## src/rtl/text_cursor_ctrl.sv

```systemverilog
// text_cursor_ctrl
//   Write sequencer for the 4x32 character RAM behind the VGA text renderer.
//   Received UART bytes go into a small FIFO. In IDLE one byte per cycle is
//   popped and decoded: printable bytes are written at the cursor, and
//   newline / backspace / form-feed move the cursor. A 128-cell blank sweep
//   runs after reset and on every form-feed.
//
// Ports
//   clk       system clock
//   reset     asynchronous active-low reset
//   rx_data   received byte, qualified by rx_valid
//   rx_valid  single-cycle strobe per received byte
//   ram_we    RAM write enable, one cycle per cell written
//   ram_row   RAM write row
//   ram_col   RAM write column
//   ram_data  RAM write data
//   cur_row   cursor row
//   cur_col   cursor column
//   busy      high while a clear sweep is running
//   overflow  sticky: a byte was dropped because the FIFO was full
module text_cursor_ctrl #(
  parameter int unsigned FIFO_DEPTH = 4,
  parameter logic [7:0]  BLANK      = 8'h20
) (
  input  logic       clk,
  input  logic       reset,
  input  logic [7:0] rx_data,
  input  logic       rx_valid,
  output logic       ram_we,
  output logic [1:0] ram_row,
  output logic [4:0] ram_col,
  output logic [7:0] ram_data,
  output logic [1:0] cur_row,
  output logic [4:0] cur_col,
  output logic       busy,
  output logic       overflow
);

  localparam int unsigned PW = $clog2(FIFO_DEPTH);
  localparam logic [PW:0] FULL_CNT = (PW + 1)'(FIFO_DEPTH);

  typedef enum logic [0:0] {
    ST_CLEAR = 1'b0,
    ST_IDLE  = 1'b1
  } state_e;

  // ---------------------------------------------------------------- FIFO
  logic [7:0]    mem_q [FIFO_DEPTH];
  logic [PW-1:0] wr_ptr_q, wr_ptr_d;
  logic [PW-1:0] rd_ptr_q, rd_ptr_d;
  logic [PW:0]   fill_q, fill_d;
  logic          fifo_empty, fifo_full;
  logic          pop, push_ok, drop;
  logic [7:0]    head;

  // ----------------------------------------------------------------- FSM
  state_e     state_q, state_d;
  logic [7:0] sweep_q, sweep_d;  // bit 7 marks "all 128 cells issued"
  logic       ram_we_q, ram_we_d;
  logic [1:0] ram_row_q, ram_row_d;
  logic [4:0] ram_col_q, ram_col_d;
  logic [7:0] ram_data_q, ram_data_d;
  logic [1:0] cur_row_q, cur_row_d;
  logic [4:0] cur_col_q, cur_col_d;
  logic       busy_q, busy_d;
  logic       ovf_q, ovf_d;

  assign fifo_empty = (fill_q == '0);
  assign fifo_full  = (fill_q == FULL_CNT);
  assign head       = mem_q[rd_ptr_q];

  // Pop is decided from the registered fill level, so an empty FIFO can
  // never be pushed and popped in the same cycle.
  assign pop     = (state_q == ST_IDLE) && !fifo_empty;
  assign push_ok = rx_valid && (!fifo_full || pop);
  assign drop    = rx_valid && fifo_full && !pop;

  always_comb begin
    wr_ptr_d = wr_ptr_q;
    rd_ptr_d = rd_ptr_q;
    fill_d   = fill_q;
    if (push_ok) wr_ptr_d = wr_ptr_q + 1'b1;
    if (pop)     rd_ptr_d = rd_ptr_q + 1'b1;
    case ({push_ok, pop})
      2'b10:   fill_d = fill_q + 1'b1;
      2'b01:   fill_d = fill_q - 1'b1;
      default: fill_d = fill_q;
    endcase
  end

  always_ff @(posedge clk) begin
    if (push_ok) mem_q[wr_ptr_q] <= rx_data;
  end

  always_comb begin
    state_d    = state_q;
    sweep_d    = sweep_q;
    ram_we_d   = 1'b0;
    ram_row_d  = ram_row_q;
    ram_col_d  = ram_col_q;
    ram_data_d = ram_data_q;
    cur_row_d  = cur_row_q;
    cur_col_d  = cur_col_q;
    busy_d     = busy_q;
    ovf_d      = ovf_q | drop;

    case (state_q)
      ST_CLEAR: begin
        if (sweep_q[7]) begin
          // Closing cycle of the sweep; a drop in this same cycle still
          // leaves overflow set.
          state_d   = ST_IDLE;
          cur_row_d = '0;
          cur_col_d = '0;
          busy_d    = 1'b0;
          ovf_d     = drop;
        end else begin
          ram_we_d   = 1'b1;
          ram_row_d  = sweep_q[6:5];
          ram_col_d  = sweep_q[4:0];
          ram_data_d = BLANK;
          sweep_d    = sweep_q + 8'd1;
        end
      end

      ST_IDLE: begin
        if (pop) begin
          if (head >= 8'h20 && head <= 8'h7E) begin
            ram_we_d   = 1'b1;
            ram_row_d  = cur_row_q;
            ram_col_d  = cur_col_q;
            ram_data_d = head;
            cur_col_d  = cur_col_q + 5'd1;
            if (cur_col_q == 5'd31) cur_row_d = cur_row_q + 2'd1;
          end else if (head == 8'h0A || head == 8'h0D) begin
            cur_col_d = '0;
            cur_row_d = cur_row_q + 2'd1;
          end else if (head == 8'h08) begin
            // Blank goes to the post-retreat position.
            cur_col_d  = cur_col_q - 5'd1;
            cur_row_d  = (cur_col_q == 5'd0) ? cur_row_q - 2'd1 : cur_row_q;
            ram_we_d   = 1'b1;
            ram_row_d  = (cur_col_q == 5'd0) ? cur_row_q - 2'd1 : cur_row_q;
            ram_col_d  = cur_col_q - 5'd1;
            ram_data_d = BLANK;
          end else if (head == 8'h0C) begin
            state_d = ST_CLEAR;
            sweep_d = '0;
            busy_d  = 1'b1;
          end
        end
      end

      default: state_d = ST_CLEAR;
    endcase
  end

  always_ff @(posedge clk or negedge reset) begin
    if (!reset) begin
      wr_ptr_q   <= '0;
      rd_ptr_q   <= '0;
      fill_q     <= '0;
      state_q    <= ST_CLEAR;
      sweep_q    <= '0;
      ram_we_q   <= 1'b0;
      ram_row_q  <= '0;
      ram_col_q  <= '0;
      ram_data_q <= '0;
      cur_row_q  <= '0;
      cur_col_q  <= '0;
      busy_q     <= 1'b1;
      ovf_q      <= 1'b0;
    end else begin
      wr_ptr_q   <= wr_ptr_d;
      rd_ptr_q   <= rd_ptr_d;
      fill_q     <= fill_d;
      state_q    <= state_d;
      sweep_q    <= sweep_d;
      ram_we_q   <= ram_we_d;
      ram_row_q  <= ram_row_d;
      ram_col_q  <= ram_col_d;
      ram_data_q <= ram_data_d;
      cur_row_q  <= cur_row_d;
      cur_col_q  <= cur_col_d;
      busy_q     <= busy_d;
      ovf_q      <= ovf_d;
    end
  end

  assign ram_we   = ram_we_q;
  assign ram_row  = ram_row_q;
  assign ram_col  = ram_col_q;
  assign ram_data = ram_data_q;
  assign cur_row  = cur_row_q;
  assign cur_col  = cur_col_q;
  assign busy     = busy_q;
  assign overflow = ovf_q;

endmodule

```

## config.mk

```make
export PLATFORM = sky130hd
export DESIGN_NAME = text_cursor_ctrl
export DESIGN_NICKNAME = d
export VERILOG_FILES = /design/src/rtl/text_cursor_ctrl.sv
export SDC_FILE = /design/constraint.sdc
export NUM_CORES = 1
export LEC_CHECK = 0
export CAP_MARGIN = 20
export CORE_MARGIN = 1.5
export CORE_UTILIZATION = 50
export DETAILED_ROUTE_END_ITERATION = 10
export GPL_ROUTABILITY_DRIVEN = 0
export PLACE_DENSITY = 0.72
export SETUP_SLACK_MARGIN = 0.15
export SLEW_MARGIN = 20
export SYNTH_ARGS = -nofsm -noshare
export SYNTH_HDL_FRONTEND = slang
export SYNTH_SLANG_ARGS = --single-unit
```

## constraint.sdc

```tcl
create_clock -name clk -period 3.25 [get_ports clk]
set_input_delay 0.8125 -clock clk [delete_from_list [all_inputs] [get_ports clk]]
set_output_delay 0.8125 -clock clk [all_outputs]
set_load 0.02 [all_outputs]
```

[After elaboration in Yosys (flattened, before gate mapping)]
Memories as Yosys holds them, arrays and structs flattened.
Cells that the tools add are included.
Storage, ports and cells
  output and inout bits: 25
  logic and storage cells: 128
  memories: 1
  flip-flop bits (word level): 41
  input bits: 11
  bits in writable memories: 32
Cells by class
  order comparisons: 2
  bitwise logic cells: 2
  reduce and logical (&&, ||, !) cells: 19
  equal/unequal tests: 19
  multiplexer cells: 62
  add/subtract/negate cells: 9
Memories
  mem_q: words 4, bits a word 8, read ports 1, clocked after Yosys merged registers in 0, write ports 1, line 48  | logic [7:0] mem_q [FIFO_DEPTH];
Operators by type and width (number)
  $mux 8: 11
  $mux 5: 9
  $eq 8x4->1 const B: 4
  $pmux 8 s2: 2
  $mux 2: 11
  $mux 1: 21
  $pmux 5 s2: 2
  $ne 2x2->1 const B: 6
  $reduce_and 6->1: 2
  $add 8x1->8 const B: 1
  $ge 8x6->1 const B: 1
  $le 8x7->1 const B: 1
  $pmux 2 s2: 2
  $reduce_and 4->1: 2
  $add 2x1->2 const B: 3
  $pmux 1 s2: 3
  $pmux 3 s2: 1
  $add 5x1->5 const B: 1
  $eq 5x5->1 const B: 1
  $logic_and 1x1->1: 5
  $logic_not 5->1: 1
  $reduce_and 5->1: 1
  $sub 5x1->5 const B: 1
  $ne 4x1->1 const B: 1
  other kinds (17): 20

[Logic depth before layout (Yosys ltp)]
  depth after elaboration: 8
  mapped depth: 11
  mapped depth without buffers: 9

[Worst setup path before layout]
OpenSTA, ideal clock, no wires.
  path type: reg2reg
  start: register rd_ptr_q[0]
  end: register cur_row_q[1] (netlist: cur_row[1])
  required time: 3.163 ns
  arrival time: 2.490 ns
  period minus slack after synthesis: 2.576 ns
  setup slack: 0.674 ns
  cell stages (with the launch flop): 8
  buffers on the path: 1
  setup time: 0.087 ns
  cell sequence: dfrtp_1 -> buf_6 -> mux4_2 -> nor4_4 -> o211ai_2 -> a41o_4 -> or4_1 -> o211ai_1
On the way
  word-level cells in the longest chain between the ends: 7
  elaborated cells on any way between the ends: 15
  classes of those cells: order compare (2); eq/ne (5); mux (4); reduce/logical (3); memory (1)
Ends and longest elaborated chain
  start, declared: line 50  | logic [PW-1:0] rd_ptr_q, rd_ptr_d;
  start signal, assigned: line 175  | rd_ptr_q <= rd_ptr_d;
  $mem_v2 4x8 (*)
  parallel branches: the longest is 6 deep, another holds $ge 8x6->1
  end signal, assigned: line 183  | cur_row_q <= cur_row_d;
  end, declared: line 63  | logic [1:0] cur_row_q, cur_row_d;
Mark *: on every way between the ends. The select of a mux whose other input is x is not followed.
A chain may end at the register's enable or synchronous reset.

[Worst setup path after layout]
Same ends and word-level chain as after synthesis.

==> results.md <==
Synthesis:
- Summed over all instances, the cell type with the most area after synthesis is sky130_fd_sc_hd__dfrtp_1.
- The netlist area before placement is roughly 3500 um^2.
- Counting every net in the synthesized netlist gives approximately 300.
- By instance count, the leading cell after synthesis is sky130_fd_sc_hd__dfrtp_1.
- The dominant register cell in the synthesized netlist is sky130_fd_sc_hd__dfrtp_1.
- The number of unique standard cell types used by synthesis is just under 60.
- By area, the combinational part of the netlist is dominated by simple AND/OR/NAND/NOR gates.
- The register bit count reported by yosys is 73.
- The synthesized netlist devotes between 3 and 4% of its cell area to adder and majority cells.
- Summing the areas of all xor and xnor instances in the mapped netlist gives about 1.7% of the synthesized area.
- For this run, the register share of the synthesized area comes to between 50% and 60%.
- Of the total synthesized cell area, the portion taken by AND, OR, NAND and NOR gates is between 10% and 20%.
- The share of synthesized flip-flops with an asynchronous set or reset is 56.2%.
- The yosys synthesis warning count is 0.
- The fraction of synthesized area in multiplexers is ~11%.
- Of the post-synthesis cell area, the dominant cell type holds between 20% and 30%.
- The synthesized netlist devotes between 10% and 20% of its cell area to compound gates.
- Synthesis produced a netlist whose cell count is around 280.
- Yosys mapped a number of flops with a built-in enable equal to 32.
- Ranked by instance count, the synthesized netlist is headed by sky130_fd_sc_hd__dfrtp_1, sky130_fd_sc_hd__edfxtp_1, sky130_fd_sc_hd__o21ai_0.
- Yosys attributes the largest share of cell area to sky130_fd_sc_hd__dfrtp_1, sky130_fd_sc_hd__edfxtp_1, sky130_fd_sc_hd__mux4_1.
- After synthesis, the mean cell area works out to approximately 13 um^2.

Routing:
- In this run, the number of DRC markers left after iteration 0 of detailed routing was ~150.
- The number of iterations in the first detailed-routing pass is 5.
- In the final routed layout, each cell accounts on average for 16.0 um.
- For this block, the via count after detailed routing is ~2,300.
- Using the TritonRoute via totals, the vias-per-cell ratio works out to approximately 5.6.
- Once detail routing completed, the nets flagged for antenna violations numbered 0.
- The number of remaining DRC errors is 0.
- For this block, the routed nets add up to about 6.7 mm of wire.

Min path:
- In this run the most critical hold path is launched from fill_q[2].
- The min-delay analysis places its worst path in the category flop to flop.
- The worst min-delay path endpoint is fill_q[2].
- Along the worst hold path, the cell count comes to 1.

Timing:
- The worst slew slack as a fraction of its limit is between 30 and 40%.
- The clock arrives with roughly 7.5 ps of skew.
- The final number of hold-violating endpoints is 0.
- On the final layout, the worst hold slack is 481 ps.
- The achievable clock frequency is about 350 MHz.
- The post-route minimum period is 2860 ps.
- Setup repair after global routing left no endpoint under its margin.
- The summed negative setup slack over all endpoints is 0 ps.
- For the pin with the worst max-slew slack, the measured transition is between 900 and 1000 ps.
- The final worst slack is approximately 400 ps.
- The max-slew violation count was 0.
- In the finished design, the share of the clock period the worst path needs comes to 88.0%.
- The count of endpoints failing setup in the final report is 0.

Finish:
- The final layout contains 338 nets.
- Cells fill between 60 and 70% of the core in the end.
- The fraction of final layout cells with drive strength greater than 1 is between 10% and 20%.
- The antenna diode count is 0.
- The synthesis-to-layout area growth is 20.3%.

Floorplanning:
- The initial cell density of the core is 51.8%.
- The die covers about 7600 um^2.
- The core footprint is 6830 um^2.
- In this run the count of I/O pins placed on the die edge is 36.
- After floorplanning, the core was divided into 30 placement rows.
- The die is ~87 um wide.
- The vertical die dimension is between 80 and 90 um.

Critical path:
- The setup slack of the worst register-to-register path is between 300 and 400 ps.
- The type of element capturing the critical path is a flop.
- At the worst endpoint, the required time is roughly 3500 ps.
- The number of cells on the worst reg-to-reg path is 6.
- The endpoint of the worst-slack reg-to-reg timing path is cur_row[1].
- Along the worst path, the maximum fanout reaches 10.
- In this run the critical register-to-register path is launched from rd_ptr_q[0].
- The critical path in this run is classified as flop to flop.
- The data arrival time of the worst path is 3140 ps.
- The category of the worst setup path launch point is a flop.

CTS:
- CTS placed an instance of sky130_fd_sc_hd__clkbuf_8 at the clock tree root.
- Clock-pin slew was measured on the worst setup and hold paths at 80 ps.
- Buffers inserted to repair hold after CTS numbered 0.
- In this run the deepest clock path goes through 2 buffers.
- Clock tree synthesis found a total of 73 sinks.
- Clock tree synthesis inserted a total of 9 buffers.
- The clock latency on the worst-skew pair is roughly 360 ps.
- TritonCTS built the clock tree.
- The number of H-tree levels is 3.
- After clock tree synthesis, the setup repair step added 0 buffers.

Power and ir drop:
- Of the total power, registers draw ~46%.
- Combinational logic is responsible for between 10% and 20% of the overall power.
- The cell-internal power is between 1.5 and 2 mW.
- Of the total power, the share spent switching nets is approximately 25%.
- The share of total power dissipated in the clock network is about two fifths.
- The largest vdd supply drop is around 370 uV.
- The reported net switching power is about 0.62 mW.
- The total power divided by cell area is between 500 and 600 nW/um^2.
- In this run the static leakage power is approximately 1.7 nW.

Placement:
- The setup slack at placement is approximately 280 ps.
- Buffers placed on the I/O ports in this run total 35.
- After legalization and detailed placement, the total HPWL measured approximately 4.7 mm.

Global routing:
- The remaining global-route overflow is 0.
- The initial antenna violation count came to 0.
- The first global-routing pass estimated between 10 and 15 mm of wire.
- Entering global routing, the biggest net connects 42 pins.
- For this run, the total global-route usage over all layers was measured as between 10% and 20%.
- The number of global-route vias before repair is between 2,000 and 2,500.

Flow run:
- The number of maximum-capacitance constraint violations is 0.

Status:
- The flow ran to the end, and the final reports show no timing, DRC or antenna violations.
-- worst max-delay path, stage by stage (launching register included) --
cell	delay, ps
sky130_fd_sc_hd__dfrtp_2	520
sky130_fd_sc_hd__mux4_1	710
sky130_fd_sc_hd__nor3b_1	330
sky130_fd_sc_hd__o211ai_2	230
sky130_fd_sc_hd__a41o_4	380
sky130_fd_sc_hd__or4_1	520
sky130_fd_sc_hd__o211ai_1	90
-- metal layers --
metal	global-route usage (%)	vias up	part of all wire (%)
met5	0	-	0
met1	25.8	1126	46
met2	31.4	56	48
met3	4.45	16	3.5
li1	-	1128	-
met4	8.51	0	1.9
-- kinds of logic (layout without fill, tap and decap cells) --
family / count (synthesis) / after routing
muxes: 26 / 26
AOI/OAI and AO/OA: 59 / 59
buffers and inverters: 26 / 70
xor gates and xnor gates: 7 / 7
adders and majority gates: 10 / 10
DFF: 73 / 73
and+or+nand+nor: 77 / 77
-- power groups by stage --
stage                     Sequential, mW  Clock [mW]  Combinational, mW
after floorplan                     1.15           0              0.243
after global placement              1.15           0              0.342
after detailed placement            1.16           0              0.352
after CTS                           1.14       0.978              0.355
after global routing                1.15        1.01              0.398
final                               1.14       0.968              0.349
-- state kept, by name, summed over array words and instances (netlist names) --
register  cells
mem_q        32
ram_data      8
sweep_q       8
cur_col       5
ram_col       5
fill_q        3
cur_row       2
ram_row       2
rd_ptr_q      2
wr_ptr_q      2
busy          1
overflow      1
ram_we        1
state_q       1
-- how the worst max path moves through the flow --
stage | from | end | slack, ps | depth (start not counted)
detailed placement | rd_ptr_q[0] | cur_row[1] | 280 | 6
floorplan | rd_ptr_q[0] | cur_row[1] | 670 | 7
global route | rd_ptr_q[0] | cur_row[1] | 210 | 6
CTS | rd_ptr_q[0] | cur_row[1] | 250 | 6
finish | rd_ptr_q[0] | cur_row[1] | 390 | 6
global placement | rd_ptr_q[0] | cur_row[1] | 340 | 6
-- cells in the final DEF, fill, tap and decap left out, types with 5 or more instances in the layout --
cell type,synthesis,final
sky130_fd_sc_hd__and3_1,7,7
sky130_fd_sc_hd__edfxtp_1,32,32
sky130_fd_sc_hd__mux2_2,8,8
sky130_fd_sc_hd__nand2_1,17,17
sky130_fd_sc_hd__and2_1,5,5
sky130_fd_sc_hd__ha_1,9,9
sky130_fd_sc_hd__a31oi_1,10,10
sky130_fd_sc_hd__buf_4,0,5
sky130_fd_sc_hd__a21oi_1,5,5
sky130_fd_sc_hd__o21ai_0,19,19
sky130_fd_sc_hd__dfrtp_1,40,39
sky130_fd_sc_hd__mux4_1,5,5
sky130_fd_sc_hd__nand4_1,5,5
sky130_fd_sc_hd__nor2_1,11,11
sky130_fd_sc_hd__clkbuf_8,0,9
sky130_fd_sc_hd__xnor2_1,5,5
sky130_fd_sc_hd__inv_1,14,14
sky130_fd_sc_hd__or3_1,6,6
sky130_fd_sc_hd__clkdlybuf4s50_1,0,34
sky130_fd_sc_hd__mux2_1,8,8
-- metrics by stage --
step,total power [mW],instance area [um^2],std cells
3_5_place_dp,1.51,3990,402
3_3_place_gp,1.50,3990,402
6_report,2.46,4260,418
4_1_cts,2.47,4260,418
2_1_floorplan,1.39,3540,278
5_1_grt,2.56,4260,418
-- layout make-up --
cell class / count / area [um^2]
Clock buffer: 9 / 124
Clock inverter: 7 / 149
Fill cell: 550 / 2570
Inverter: 14 / 52.6
Multi-Input combinational cell: 179 / 1450
Sequential cell: 73 / 1990
Tap cell: 96 / 120
Timing Repair Buffer: 40 / 383
-- repair_timing --
action / CTS / global route
endpoints found under the setup margin: 0 / 1
gates resized for setup: 0 / 1
hold endpoints to repair: 0 / 0
(Power assumes the default switching activity.)
